File: src/rtl/pio_row_scan_pkg.sv
// Shared constants for the pio_row_scan output port: register map, CTRL/STATUS
// bit positions and the scan timer state encoding.
package pio_row_scan_pkg;

    localparam logic [2:0] ADDR_DATA   = 3'd0;
    localparam logic [2:0] ADDR_CTRL   = 3'd1;
    localparam logic [2:0] ADDR_PERIOD = 3'd2;
    localparam logic [2:0] ADDR_STATUS = 3'd3;
    localparam logic [2:0] ADDR_OUTSET = 3'd4;
    localparam logic [2:0] ADDR_OUTCLR = 3'd5;

    localparam int CTRL_SCAN_EN      = 0;
    localparam int CTRL_INVERT       = 1;
    localparam int CTRL_IRQ_EN       = 2;
    localparam int STATUS_FRAME_DONE = 8;

    typedef enum logic {
        TMR_IDLE = 1'b0,
        TMR_RUN  = 1'b1
    } tmr_state_e;

endpackage

File: src/rtl/pio_row_scan_timer.sv
// Row scan timer: a PERIOD+1 clock divider stepping a row counter that wraps
// at WIDTH-1 and pulses o_frame_tick on the wrap; o_state exposes the FSM.
module pio_row_scan_timer
    import pio_row_scan_pkg::*;
#(
    parameter int WIDTH = 5,
    parameter int DIV_W = 16,
    parameter int ROW_W = $clog2(WIDTH)
) (
    input  logic             clk,
    input  logic             reset_n,
    input  logic             i_run,
    input  logic             i_restart,
    input  logic             i_div_clr,
    input  logic [DIV_W-1:0] i_period,
    output logic [ROW_W-1:0] o_row,
    output logic             o_frame_tick,
    output tmr_state_e       o_state
);

    tmr_state_e       r_state;
    tmr_state_e       w_state_nxt;
    logic [DIV_W-1:0] r_div;
    logic [DIV_W-1:0] w_div_nxt;
    logic [ROW_W-1:0] r_row;
    logic [ROW_W-1:0] w_row_nxt;
    logic             w_frame_tick;
    logic             w_div_end;
    logic             w_row_end;

    always_ff @(posedge clk or negedge reset_n) begin
        if (!reset_n) begin
            r_state <= TMR_IDLE;
            r_div   <= '0;
            r_row   <= '0;
        end else begin
            r_state <= w_state_nxt;
            r_div   <= w_div_nxt;
            r_row   <= w_row_nxt;
        end
    end

    assign w_div_end = (r_div == i_period);
    assign w_row_end = (r_row == ROW_W'(WIDTH - 1));

    always_comb begin
        w_state_nxt  = r_state;
        w_div_nxt    = r_div;
        w_row_nxt    = r_row;
        w_frame_tick = 1'b0;

        case (r_state)
            TMR_IDLE: if (i_run)  w_state_nxt = TMR_RUN;
            TMR_RUN:  if (!i_run) w_state_nxt = TMR_IDLE;
            default:  w_state_nxt = TMR_IDLE;
        endcase

        // Counting starts on the same edge the FSM enters RUN, so the first
        // row is held for exactly PERIOD+1 clocks.
        if (w_state_nxt == TMR_IDLE || i_restart) begin
            w_div_nxt = '0;
            w_row_nxt = '0;
        end else if (i_div_clr) begin
            w_div_nxt = '0;
        end else if (w_div_end) begin
            w_div_nxt = '0;
            if (w_row_end) begin
                w_row_nxt    = '0;
                w_frame_tick = 1'b1;
            end else begin
                w_row_nxt = r_row + ROW_W'(1);
            end
        end else begin
            w_div_nxt = r_div + DIV_W'(1);
        end
    end

    assign o_row        = r_row;
    assign o_frame_tick = w_frame_tick;
    assign o_state      = r_state;

endmodule

File: src/rtl/pio_row_scan.sv
// Avalon-MM output PIO with one-hot row scan for LED-matrix multiplexing.
// Define PIO_SCAN_IRQ_EN to build the FRAME_DONE flag, CTRL.IRQ_EN and irq.
module pio_row_scan
    import pio_row_scan_pkg::*;
#(
    parameter int               WIDTH    = 5,
    parameter int               DIV_W    = 16,
    parameter logic [WIDTH-1:0] RST_DATA = '0
) (
    input  logic             clk,
    input  logic             reset_n,
    input  logic [2:0]       address,
    input  logic             chipselect,
    input  logic             write_n,
    input  logic [31:0]      writedata,
    output logic [31:0]      readdata,
    output logic [WIDTH-1:0] out_port,
    output logic             irq
);

    localparam int ROW_W = $clog2(WIDTH);

    logic [WIDTH-1:0] r_data;
    logic             r_scan_en;
    logic             r_invert;
    logic [DIV_W-1:0] r_period;
    logic [WIDTH-1:0] r_out;

    logic             w_wr;
    logic [WIDTH-1:0] w_wd;
    logic             w_restart;
    logic             w_div_clr;
    logic [ROW_W-1:0] w_row;
    logic             w_frame_tick;
    tmr_state_e       w_tmr_state;
    logic             w_irq_en;
    logic             w_frame_done;
    logic [WIDTH-1:0] w_onehot;
    logic [WIDTH-1:0] w_out_src;
    logic             w_unused;

    assign w_wr = chipselect & ~write_n;
    assign w_wd = writedata[WIDTH-1:0];

    assign w_restart = w_wr && (address == ADDR_CTRL) &&
                       writedata[CTRL_SCAN_EN] && !r_scan_en;
    assign w_div_clr = w_wr && (address == ADDR_PERIOD) && r_scan_en;

    always_ff @(posedge clk or negedge reset_n) begin
        if (!reset_n) begin
            r_data    <= RST_DATA;
            r_scan_en <= 1'b0;
            r_invert  <= 1'b0;
            r_period  <= '0;
        end else if (w_wr) begin
            case (address)
                ADDR_DATA:   r_data   <= w_wd;
                ADDR_CTRL: begin
                    r_scan_en <= writedata[CTRL_SCAN_EN];
                    r_invert  <= writedata[CTRL_INVERT];
                end
                ADDR_PERIOD: r_period <= writedata[DIV_W-1:0];
                ADDR_OUTSET: r_data   <= r_data | w_wd;
                ADDR_OUTCLR: r_data   <= r_data & ~w_wd;
                default: ;
            endcase
        end
    end

`ifdef PIO_SCAN_IRQ_EN
    logic r_irq_en;
    logic r_frame_done;

    always_ff @(posedge clk or negedge reset_n) begin
        if (!reset_n) begin
            r_irq_en <= 1'b0;
        end else if (w_wr && address == ADDR_CTRL) begin
            r_irq_en <= writedata[CTRL_IRQ_EN];
        end
    end

    // A frame completing in the same cycle as the W1C keeps the flag set.
    always_ff @(posedge clk or negedge reset_n) begin
        if (!reset_n) begin
            r_frame_done <= 1'b0;
        end else if (w_frame_tick) begin
            r_frame_done <= 1'b1;
        end else if (w_wr && address == ADDR_STATUS && writedata[STATUS_FRAME_DONE]) begin
            r_frame_done <= 1'b0;
        end
    end

    assign w_irq_en     = r_irq_en;
    assign w_frame_done = r_frame_done;
    assign irq          = r_frame_done & r_irq_en;
`else
    assign w_irq_en     = 1'b0;
    assign w_frame_done = 1'b0;
    assign irq          = 1'b0;
`endif

    pio_row_scan_timer #(
        .WIDTH (WIDTH),
        .DIV_W (DIV_W),
        .ROW_W (ROW_W)
    ) u_timer (
        .clk          (clk),
        .reset_n      (reset_n),
        .i_run        (r_scan_en),
        .i_restart    (w_restart),
        .i_div_clr    (w_div_clr),
        .i_period     (r_period),
        .o_row        (w_row),
        .o_frame_tick (w_frame_tick),
        .o_state      (w_tmr_state)
    );

    assign w_onehot  = {{(WIDTH-1){1'b0}}, 1'b1} << w_row;
    assign w_out_src = (r_scan_en ? w_onehot : r_data) ^ {WIDTH{r_invert}};

    always_ff @(posedge clk or negedge reset_n) begin
        if (!reset_n) begin
            r_out <= RST_DATA;
        end else begin
            r_out <= w_out_src;
        end
    end

    assign out_port = r_out;

    always_comb begin
        readdata = '0;
        case (address)
            ADDR_DATA:   readdata = 32'(r_data);
            ADDR_CTRL: begin
                readdata[CTRL_SCAN_EN] = r_scan_en;
                readdata[CTRL_INVERT]  = r_invert;
                readdata[CTRL_IRQ_EN]  = w_irq_en;
            end
            ADDR_PERIOD: readdata = 32'(r_period);
            ADDR_STATUS: begin
                readdata[7:0]             = 8'(w_row);
                readdata[STATUS_FRAME_DONE] = w_frame_done;
            end
            default: ;
        endcase
    end

    // Upper write-data bits and the timer debug state have no consumer here.
    assign w_unused = ^{writedata, w_tmr_state, w_frame_tick};

endmodule

File: config.mk
export PLATFORM = sky130hd
export DESIGN_NAME = pio_row_scan
export DESIGN_NICKNAME = d
export VERILOG_FILES = /design/src/rtl/pio_row_scan_pkg.sv /design/src/rtl/pio_row_scan_timer.sv /design/src/rtl/pio_row_scan.sv
export SDC_FILE = /design/constraint.sdc
export NUM_CORES = 1
export LEC_CHECK = 0
export CORE_ASPECT_RATIO = 1.25
export CORE_MARGIN = 3
export CORE_UTILIZATION = 45
export CTS_BUF_LIST = sky130_fd_sc_hd__clkbuf_16
export CTS_CLUSTER_DIAMETER = 80
export DETAILED_ROUTE_END_ITERATION = 8
export HOLD_SLACK_MARGIN = 0.05
export PLACE_DENSITY = 0.87
export SETUP_SLACK_MARGIN = 0.5
export SLEW_MARGIN = 20
export SYNTH_ARGS = -nofsm -noshare
export SYNTH_HDL_FRONTEND = slang
export SYNTH_SLANG_ARGS = --single-unit
File: constraint.sdc
create_clock -name clk -period 2.3 [get_ports clk]
set_clock_uncertainty 0.1 [all_clocks]
set_input_delay 0.46 -clock clk [delete_from_list [all_inputs] [get_ports clk]]
set_output_delay 0.46 -clock clk [all_outputs]
set_load 0.1 [all_outputs]
## Word level (Yosys, flattened, before mapping)

Cells that the tools add are included.

| storage, ports and cells | value |
|---|---|
| register bits after elaboration | 47 |
| input bits | 39 |
| output and inout port bits | 38 |
| logic and storage cells | 52 |

| operators by class | value |
|---|---|
| add/subtract/negate cells | 2 |
| equality and inequality tests | 8 |
| shift-type cells | 1 |
| mux-type cells | 13 |
| bitwise gates (word level) | 7 |
| reduce and logical (&&, ||, !) cells | 14 |

Operator list:

| cell | number |
|---|---|
| 2-to-1 mux 16 bit | 3 |
| adder 16 x 1 -> 16 bit (second input constant) | 1 |
| == test 16 bit | 1 |
| case mux 5 bit (3 select lines) | 1 |
| 2-to-1 mux 3 bit | 4 |
| case mux 3 bit (4 select lines) | 1 |
| case mux 6 bit (2 select lines) | 1 |
| == test 3 bit (second input constant) | 3 |
| AND reduction 2 bit | 4 |
| 2-to-1 mux 7 bit | 1 |
| == test 3 x 2 -> 1 bit (second input constant) | 2 |
| AND 5 bit | 1 |
| logical AND 1 bit | 5 |
| 2-to-1 mux 5 bit | 1 |
| NOT 5 bit | 1 |
| OR 5 bit | 1 |
| << shifter 1 x 3 -> 5 bit (first input constant) | 1 |
| XOR 5 bit | 1 |
| adder 3 x 1 -> 3 bit (second input constant) | 1 |
| == test 3 x 1 -> 1 bit (second input constant) | 1 |
| logical NOT 3 bit | 1 |
| nonzero test 3 bit | 1 |
| inequality test 2 bit (second input constant) | 1 |
| NOT 1 bit | 2 |
| other kinds (5) | 5 |

## Depth between registers and ports, before layout

| depth | value |
|---|---|
| word-level depth | 8 |
| mapped depth | 6 |
| mapped depth without buffers | 6 |

## Cells and area by module

Synthesis repeated with hierarchy kept, for this count alone.

| unflattened totals | value |
|---|---|
| cell total of the unflattened synthesis | 257 |
| area total of the unflattened synthesis | 2831.5 um^2 |

Modules (own cells, without submodules):

| module | times used | cells each | area each (um^2) | sequential area each (um^2) |
|---|---|---|---|---|
| pio_row_scan | 1 | 136 | 1622.8 | 700.7 |
| pio_row_scan_timer | 1 | 121 | 1208.7 | 500.5 |

## Least setup slack after synthesis

No wires, ideal clock.

| timing path | value |
|---|---|
| path type | input port to output port |
| from | in address[1] |
| to | out readdata[3] |
| arrival | 2770 ps |
| required time | 1740 ps |
| setup slack | -1030 ps |
| cell stages on the path | 3 |
| buffers on the path | 1 |
| cells stage by stage | buf_2 -> mux2i_1 -> nor3_1 |

| between the ends | value |
|---|---|
| longest elaborated chain between the ends | 2 |
| elaborated cells on any way between the ends | 3 |
| classes of those cells | 1 x eq/ne; 1 x mux; 1 x reduce/logical |

RTL lines:

| element | RTL line | text |
|---|---|---|
| from (decl) | pio_row_scan.sv:12 | `input logic [2:0] address,` |
| == test 3 x 2 -> 1 bit / logical NOT 3 bit (equally long branches) | pio_row_scan.sv:133 | `case (address)` |
| case mux 6 bit (2 select lines) (*) | pio_row_scan.sv:133 |  |
| to (decl) | pio_row_scan.sv:16 | `output logic [31:0] readdata,` |

Every way passes the cells marked *; elsewhere a longest branch is shown, timed or not.

## Worst setup path in the final report

| timing path | value |
|---|---|
| from | reg u_timer.r_row[0] (netlist: u_timer.o_row[0]) |
| to | out readdata[0] |

| between the ends | value |
|---|---|
| longest elaborated chain between the ends | 1 |

RTL lines:

| element | RTL line | text |
|---|---|---|
| from (decl) | pio_row_scan_timer.sv:25 | `logic [ROW_W-1:0] r_row;` |
| from (signal assigned) | pio_row_scan_timer.sv:39 | `r_row <= w_row_nxt;` |
| case mux 3 bit (4 select lines) | pio_row_scan.sv:133 |  |

No other way between the ends.

==> impl_metrics.csv <==
group,metric,value,unit
drt,drtPass1Iterations,4,
logic_synthesis,async_flop_share,100,%
die,die_h,91.3,um
die,initial_core_util,47.4,%
placed_design,gp_congestion,0.848,
flow_run,drv_cap,0,
sta,finalCritPeriodShare,89.2,%
global_route,grt_first_pass_wirelength,11400,um
sta,finalHoldViolations,0,
global_route,grt_pass1_vias,2323,
sta,fin_tns_setup,0,ns
die,rows,30,
sta,slew_headroom,41.2,%
worst_setup_path,crit_arrival,1.49,ns
logic_synthesis,yosysWarnings,0,
logic_synthesis,post-synth-top-area-cell,"dfrtp_1",
worst_setup_path,ff2ff_setup_slack,0.27,ns
clock_network,cts_tree,"yes",
worst_setup_path,crit_chain,"mux4_2 > and2_4 > buf_12",
cells_and_area,layout.nets,398,
cells_and_area,antennaDiodeCount,0,
pwr,p_leak,1.86,nW
placed_design,placed_cells,389,
sta,worst_pin_slew,0.881,ns
cells_and_area,multi_input_area,1430,um2
clock_network,clock_sinks,47,
logic_synthesis,yosysTopAreaCellShare,44.9,%
sta,max_freq,0.488,GHz
drt,wl,7300,um
logic_synthesis,avgSynthCellArea,9.55,um2
logic_synthesis,synth_edf_count,0,
worst_setup_path,rr_endpoint,"u_timer.o_row[2]",
logic_synthesis,ys_ff_latch,47,
placed_design,port_buffers,43,
die,dieArea,6770,um2
worst_setup_path,start_kind,"flip-flop",
sta,period_needed,2.05,ns
worst_setup_path,worstPathRequired,1.74,ns
placed_design,dp_hpwl,4520,um
sta,rsz0062_at_grt,"yes",
clock_network,htreeDepth,2,
pwr,power.total,2.96,mW
sta,setup_viol,0,
worst_setup_path,criticalPathCategory,"flip-flop to output pin",
global_route,grt_overflow,0,
drt,drt_iter0_markers,160,
worst_setup_path,slowest_delay,0.48,ns
logic_synthesis,syn_inst,274,
placed_design,dp_slack,-0.310,ns
worst_setup_path,crit_family,"multiplexers",
logic_synthesis,ys_types,38,
clock_network,cts_buffers,5,
worst_setup_path,rr_worst_depth,6,
worst_hold_path,min-delay-path-class,"input port to asynchronous set/reset pin",
global_route,grt_usage,21.9,%
drt,viasPerCell,5.39,
logic_synthesis,synth-main-ff-cell,"dfrtp_1",
die,ios,77,
drt,ant_nets,0,
worst_setup_path,slowest_stage,"mux4_2",
clock_network,hold_buffers,0,
cells_and_area,ff_latch_area,1180,um2
global_route,antenna_found_initial,0,
logic_synthesis,yosys-top-cells-count,"nand2_1 (52), dfrtp_1 (47), nor2_1 (23), xor2_1 (21), buf_4 (17)",
worst_setup_path,worstPathMaxFanout,2,
drt,drc_errors,0,
cells_and_area,syn_to_final_growth,46.5,%
logic_synthesis,yosys-top-cells-area,"dfrtp_1 (45%), nand2_1 (7.5%), xor2_1 (7.0%)",
sta,setup_ws,0.249,ns
worst_setup_path,cp_num_buf_inv,1,
logic_synthesis,seq_area_frac_synth,44.9,%
drt,wl_per_cell,17.5,um
logic_synthesis,syn_area,2620,um2
pwr,vdd_drop_max,483,uV
cells_and_area,finalNonFillerCells,418,
cells_and_area,fillers,399,
clock_network,path_clk_slew,0.06,ns
die,coreArea,5520,um2
sta,drv_slew,0,
worst_setup_path,crit_path_end_kind,"output pin",
global_route,grt_start_max_net_pins,41,
logic_synthesis,synth_most_common_cell,"nand2_1",
drt,vias,2253,
pwr,power_density,771,nW/um2
cells_and_area,drive_gt1_share,30.2,%
die,fp.dieW,74.2,um
run_status,outcome,"finished, final reports clean",
worst_setup_path,reg2reg_from,"r_period[1]",
clock_network,cts_root_buf,"clkbuf_16",
clock_network,clock_latency,0.29,ns
clock_network,clk_path_buf_depth,2,
-- cell type report --
class                   instances  area share, %
repair buffers                 82           25.5
flip-flops and latches         47           30.8
clock buffers                   5           3.26
inverters                       8          0.783
well taps                      64           2.09
multi-input cells             209           37.3
clock inverters                 3          0.326
-- through the flow --
step	hold slack, ns	utilization, %	instance area [um2]
2_1_floorplan	0.0644	-	2780
3_3_place_gp	0.386	61.5	3390
3_5_place_dp	0.398	61.5	3390
4_1_cts	0.223	67.4	3720
5_1_grt	0.256	69.5	3830
6_report	0.194	69.5	3830
-- worst max-delay path by stage --
stage / from / end / slack [ns] / depth (start not counted)
6_report: u_timer.o_row[0] / readdata[0] / 0.25 / 3
5_1_grt: u_timer.r_div[9] / u_timer.o_row[2] / 0.19 / 5
4_1_cts: u_timer.o_row[0] / readdata[0] / 0.26 / 3
3_5_place_dp: address[1] / r_data[3] / -0.31 / 6
3_3_place_gp: address[1] / r_data[3] / -0.20 / 6
2_1_floorplan: address[1] / readdata[3] / 0.27 / 3
-- power by group --
group	internal, mW	switching (mW)	total, mW
sequential	0.955	0.108	1.06
combinational	0.411	0.794	1.21
clock	0.393	0.297	0.690
total	1.76	1.20	2.96
-- repair_timing --
item,CTS,global route
setup endpoints to repair,58,35
resized for setup,34,10
pin swaps,16,8
buffers inserted,12,7
cloned,1,1
-- per-layer routing --
layer	vias up	share of wire [%]	GRT usage, %
met3	27	5.5	4.43
li1	1017	-	-
met1	1103	35	23.3
met2	106	55	39.6
met4	0	4.6	10.2
met5	-	0	0
-- cell families (layout without fill, tap and decap cells) --
| family | count (synthesis) | count (layout) | synth area share, % |
|---|---|---|---|
| xor+xnor | 35 | 35 | 11.7 |
| fa+ha+maj | 6 | 6 | 2.87 |
| mux | 9 | 9 | 4.49 |
| simple gates | 122 | 122 | 23.3 |
| buf+inv | 34 | 98 | 7.41 |
| flops | 47 | 47 | 44.9 |
| compound gates | 20 | 20 | 5.11 |
| other cells | 1 | 17 | 0.143 |
-- sequential cells by signal, indices dropped and copies added, names as in the netlist --
| name | flops |
|---|---|
| r_data | 5 |
| u_timer.o_row | 3 |
| r_period | 16 |
| u_timer.r_div | 16 |
| r_scan_en | 1 |
| out_port | 5 |
| r_invert | 1 |
-- cells in the final DEF (no fill, tap or decap), drive strengths merged, types with 6 or more instances in the layout --
cell	count
nand3	6
nand2	52
conb	17
clkbuf	6
dfrtp	47
and2	15
nor2	23
ha	6
xor2	21
o21ai	6
inv	10
clkdlybuf4s50	17
xnor2	14
buf	63
No activity file was read; power rests on OpenSTA's default activity.
